===== config.mk =====
export PLATFORM = sky130hd
export DESIGN_NAME = fifo_q
export DESIGN_NICKNAME = d
export VERILOG_FILES = /design/src/rtl/fifo_pkg.sv /design/src/rtl/fifo_ptr.sv /design/src/rtl/fifo_q.sv
export SDC_FILE = /design/constraint.sdc
export NUM_CORES = 1
export LEC_CHECK = 0
export CORE_ASPECT_RATIO = 0.7
export CORE_UTILIZATION = 55
export DETAILED_ROUTE_END_ITERATION = 8
export GPL_ROUTABILITY_DRIVEN = 0
export GPL_TIMING_DRIVEN = 0
export PLACE_DENSITY = 0.78
export SETUP_SLACK_MARGIN = 0.3
export SLEW_MARGIN = 0
export SYNTH_ARGS = -nofsm -noshare
export SYNTH_HDL_FRONTEND = slang
export SYNTH_SLANG_ARGS = --single-unit

===== constraint.sdc =====
create_clock -name clk -period 6.2 [get_ports clk]
set_input_delay 0.93 -clock clk [delete_from_list [all_inputs] [get_ports clk]]
set_output_delay 0.93 -clock clk [all_outputs]
set_load 0.03 [all_outputs]

===== src/rtl/fifo_pkg.sv =====
// Shared types for the single-clock queues used in the front-end and issue paths.
package fifo_pkg;

    typedef enum logic {
        FIFO_FWFT,
        FIFO_REG_READ
    } fifo_mode_t;

endpackage


===== src/rtl/fifo_ptr.sv =====
// Wrap-bit pointer: the low bits index storage and the MSB toggles on every lap.
module fifo_ptr #(
    parameter int W = 5
) (
    input  logic         clk,
    input  logic         rst,
    input  logic         clr,
    input  logic         inc,
    output logic [W-1:0] ptr
);

    always_ff @(posedge clk) begin
        if (rst || clr)
            ptr <= '0;
        else if (inc)
            ptr <= ptr + W'(1);
    end

endmodule


===== src/rtl/fifo_q.sv =====
// Parametrised synchronous FIFO with valid/ready on both sides, one-cycle flush,
// occupancy count, almost-full flag and selectable FWFT / registered read.
module fifo_q
    import fifo_pkg::*;
#(
    parameter int         DATA_WIDTH   = 64,
    parameter int         DEPTH        = 16,
    parameter fifo_mode_t READ_MODE    = FIFO_FWFT,
    parameter int         AFULL_THRESH = DEPTH - 2
) (
    input  logic                      clk,
    input  logic                      rst,
    input  logic                      flush,
    input  logic                      enq_valid,
    output logic                      enq_ready,
    input  logic [DATA_WIDTH-1:0]     enq_data,
    output logic                      deq_valid,
    input  logic                      deq_ready,
    output logic [DATA_WIDTH-1:0]     deq_data,
    output logic [$clog2(DEPTH):0]    count,
    output logic                      almost_full
);

    localparam int AW = $clog2(DEPTH);
    localparam int PW = AW + 1;
    localparam logic [PW-1:0] AFULL_T = PW'(AFULL_THRESH);

    if (DEPTH < 2 || (DEPTH & (DEPTH - 1)) != 0) begin : g_bad_depth
        $error("fifo_q: DEPTH must be a power of two >= 2");
    end
    if (AFULL_THRESH < 1 || AFULL_THRESH > DEPTH) begin : g_bad_thresh
        $error("fifo_q: AFULL_THRESH must be in 1..DEPTH");
    end
    if (DATA_WIDTH < 1) begin : g_bad_width
        $error("fifo_q: DATA_WIDTH must be >= 1");
    end

    logic [PW-1:0] wptr, rptr, cnt_q;
    logic [DEPTH-1:0][DATA_WIDTH-1:0] mem;
    logic empty, full, enq_fire, deq_fire;

    // Full when the pointers sit on the same slot but on different laps.
    assign empty = (wptr == rptr);
    assign full  = (wptr[AW] != rptr[AW]) && (wptr[AW-1:0] == rptr[AW-1:0]);

    assign enq_ready   = ~full;
    assign deq_valid   = ~empty;
    assign count       = cnt_q;
    assign almost_full = (cnt_q >= AFULL_T);

    assign enq_fire = enq_valid && !full;
    assign deq_fire = deq_ready && !empty;

    fifo_ptr #(.W(PW)) u_wptr (
        .clk (clk),
        .rst (rst),
        .clr (flush),
        .inc (enq_fire),
        .ptr (wptr)
    );

    fifo_ptr #(.W(PW)) u_rptr (
        .clk (clk),
        .rst (rst),
        .clr (flush),
        .inc (deq_fire),
        .ptr (rptr)
    );

    // Storage is never cleared; only the pointers define what is live.
    always_ff @(posedge clk) begin
        if (!rst && !flush && enq_fire)
            mem[wptr[AW-1:0]] <= enq_data;
    end

    always_ff @(posedge clk) begin
        if (rst || flush)
            cnt_q <= '0;
        else begin
            case ({enq_fire, deq_fire})
                2'b10:   cnt_q <= cnt_q + PW'(1);
                2'b01:   cnt_q <= cnt_q - PW'(1);
                default: cnt_q <= cnt_q;
            endcase
        end
    end

    if (READ_MODE == FIFO_FWFT) begin : g_fwft
        assign deq_data = mem[rptr[AW-1:0]];
    end else begin : g_reg_read
        logic [DATA_WIDTH-1:0] rd_q;

        // Flush keeps the last popped word visible; only reset clears it.
        always_ff @(posedge clk) begin
            if (rst)
                rd_q <= '0;
            else if (!flush && deq_fire)
                rd_q <= mem[rptr[AW-1:0]];
        end

        assign deq_data = rd_q;
    end

endmodule

==> results.cfg <==
[critical_path]
cp.arrival_ns = 4.33
crit_path_top_delay_cell = clkdlybuf4s50_1
critical_path_buf_inv_count = 5
path_max_fanout = 10
cp.depth = 7
reg2reg_slack_ns = 2.52
reg2reg_depth = 13
critPathTopFamily = buffers and inverters
max_stage_delay_ns = 0.76
startpoint_type = flip-flop
endpoint_kind = output port
crit_type = flip-flop to output port
crit_chain = buf_2 -> buf_2 -> clkbuf_1 -> clkbuf_1 -> a211oi_1 -> a21oi_1 -> clkdlybuf4s50_1
cp.required_ns = 5.27

[route]
wl_per_cell_um = 29.3
viasPerCell = 6.29
drc = 0
drtAntennaViolNets = 0
first_iter_violations = 2464
vias = 19400
drt_wl_total_mm = 90.3
dr.pass1.iters = 5

[synthesis]
syn_nets = 1840
yosys-top-cells-count = edfxtp_1, mux4_2, a21oi_1, a211oi_1, nor2b_1
ys_seq_elements = 1039
synth.cell_area_mm2 = 0.0399
ys.flop_type = edfxtp_1
yosysTopAreaCell = edfxtp_1
synth-edff-count = 1024
postSynthCellCount = 1761
synth_top_area_frac = 0.771
async_flop_share = 0
seq_area_frac_synth = 0.778
synth.most_common_cell = edfxtp_1
post_synth_num_cell_types = 32
yosys_warnings = 0
synth_area_per_cell_um2 = 22.7
synth.area.top_cells = edfxtp_1, mux4_2, mux2i_1

[global_route]
antenna_found_initial = 4
overflow = 0
grt_pass1_vias = 20400
grtUsageTotal = 0.253
grt_pass1_wl_mm = 132
grt_max_degree = 25

[min_path]
holdPathStages = 3
min_path_type = flip-flop to flip-flop

[power_and_ir_drop]
seq_power_share = 0.564
power.switching_mw = 2.67
p_per_area_mw_per_mm2 = 294
vdd_drop_max_v = 0.000199
p_int_mw = 11.0
clkPwrFrac = 0.406
p_leak_nw = 14.0
netSwitchingFraction = 0.195
total_power_mw = 13.7
combPwrFrac = 0.029

[clock_network]
clk_pin_slew_ns = 0.07
root_buffer = clkbuf_16
cts_buffers = 91
cts_resized = 0
h-tree-depth = 3
cts_tree = yes
post_cts_buffers = 0
cts_buffer_depth = 3
clkLatencyLatePin_ns = 0.64
cts.sinks = 1039
cts_hold_buf = 0

[die]
rows = 82
fp.dieW_um = 324
die_h_um = 227
die_area_mm2 = 0.0736
start_util = 0.556
fp.coreArea_mm2 = 0.0717
ios = 141

[timing]
fin_skew_ns = 0.0166
holdWs_ns = 0.557
relSlewSlack = 0.253
worstMarginPinSlew_ns = 1.12
hold_violations = 0
rsz0062_at_grt = false
fmax_mhz = 190
tns_ns = 0
post-route-period-util = 0.848
period_needed_ns = 5.26
setup_violations = 0
maxSlewViolCount = 0

[run_status]
status = finished clean

[layout]
syn_to_final_growth_pct = 16.9
nFillCells = 4459
final_nets = 2122
drive_gt1_frac = 0.233

[flow_run]
drv_cap = 0

[place]
dpl.hpwl_mm = 56.3
port-buffer-count = 140
==> placed cells by master (no fill, tap or decap), types with 9 or more instances in the layout <==
cell and instances:
buf_8 9, clkbuf_16 95, a211oi_1 67, nor2b_1 66, dfxtp_1 15, buf_12 22
nor2_4 12, buf_1 11, mux4_2 256, buf_2 25, inv_1 9, buf_6 17
clkdlybuf4s50_1 140, nor2_1 13, xnor2_1 9, clkinv_1 18, a21oi_1 72, mux2i_1 64
edfxtp_1 1024, clkinv_2 9, clkbuf_1 67, ha_1 9, buf_16 18
==> routing by layer <==
layer,global-route usage,up-vias,routed length (µm)
li1,-,7986,-
met4,0.0701,2,2430
met1,0.358,10200,35300
met2,0.411,1084,44400
met3,0.0473,159,8040
met5,0,-,9
==> kinds of logic after synthesis <==
group,Yosys count,share of synthesized area
AO/OA/AOI/OAI,147,0.0230
XOR/XNOR,16,0.00351
adder cells (fa/ha/maj),10,0.00332
buffers and inverters,109,0.0146
flip-flops,1039,0.778
multiplexers,320,0.161
AND/OR/NAND/NOR,120,0.0168
==> worst register-to-register path: stages, from the launching register on <==
cell      delay, ns
dfxtp_1        0.36
buf_2          0.32
xor2_1         0.16
nor4_4         0.67
a21oi_2        0.25
inv_1          0.12
ha_1           0.27
inv_1          0.12
fa_1           0.38
nor2b_1        0.17
o21ai_0        0.15
a211oi_1       0.36
o21ai_0        0.14
a21oi_1        0.14
==> registers in the layout, indices dropped and copies added, names as in the netlist <==
name and cells:
u_wptr.ptr 5, count 5, mem 1024, u_rptr.ptr 5
==> final timing paths <==
kind	endpoint	from
max	deq_data[59]	u_rptr.ptr[1]$_SDFFE_PP0P_
min	count[4]$_SDFFE_PP0P_	count[4]$_SDFFE_PP0P_
max reg2reg	count[4]$_SDFFE_PP0P_	u_rptr.ptr[1]$_SDFFE_PP0P_
min reg2reg	count[4]$_SDFFE_PP0P_	count[4]$_SDFFE_PP0P_
==> per-stage QoR <==
step	worst slack [ns]	utilization	instance area (µm²)	std cells
3_3_place_gp	-2.32	0.593	42500	2867
4_1_cts	1.00	0.650	46600	3080
3_5_place_dp	1.75	0.610	43700	2916
5_1_grt	0.912	0.650	46600	3081
6_report	0.940	0.650	46600	3081
2_1_floorplan	1.54	-	39900	1761
==> cell type report <==
class / count / area, µm² / area share
repair buffers: 189 / 2470 / 0.0530
multi-input cells: 613 / 8400 / 0.180
diodes: 1 / 2.50 / 0.0000537
clock buffers: 120 / 2480 / 0.0532
clock inverters: 44 / 424 / 0.00910
well taps: 966 / 1210 / 0.0259
plain buffers: 100 / 549 / 0.0118
flip-flops and latches: 1039 / 31000 / 0.666
inverters: 9 / 33.8 / 0.000725
==> power groups by stage <==
stage	logic (mW)	registers (mW)	clock network, mW
global placement	0.369	7.89	0
global route	0.427	7.73	5.89
detailed placement	0.397	7.89	0
finish	0.401	7.74	5.57
floorplan	0.178	7.89	0
CTS	0.401	7.74	5.63
No activity file was read; power rests on OpenSTA's default activity.
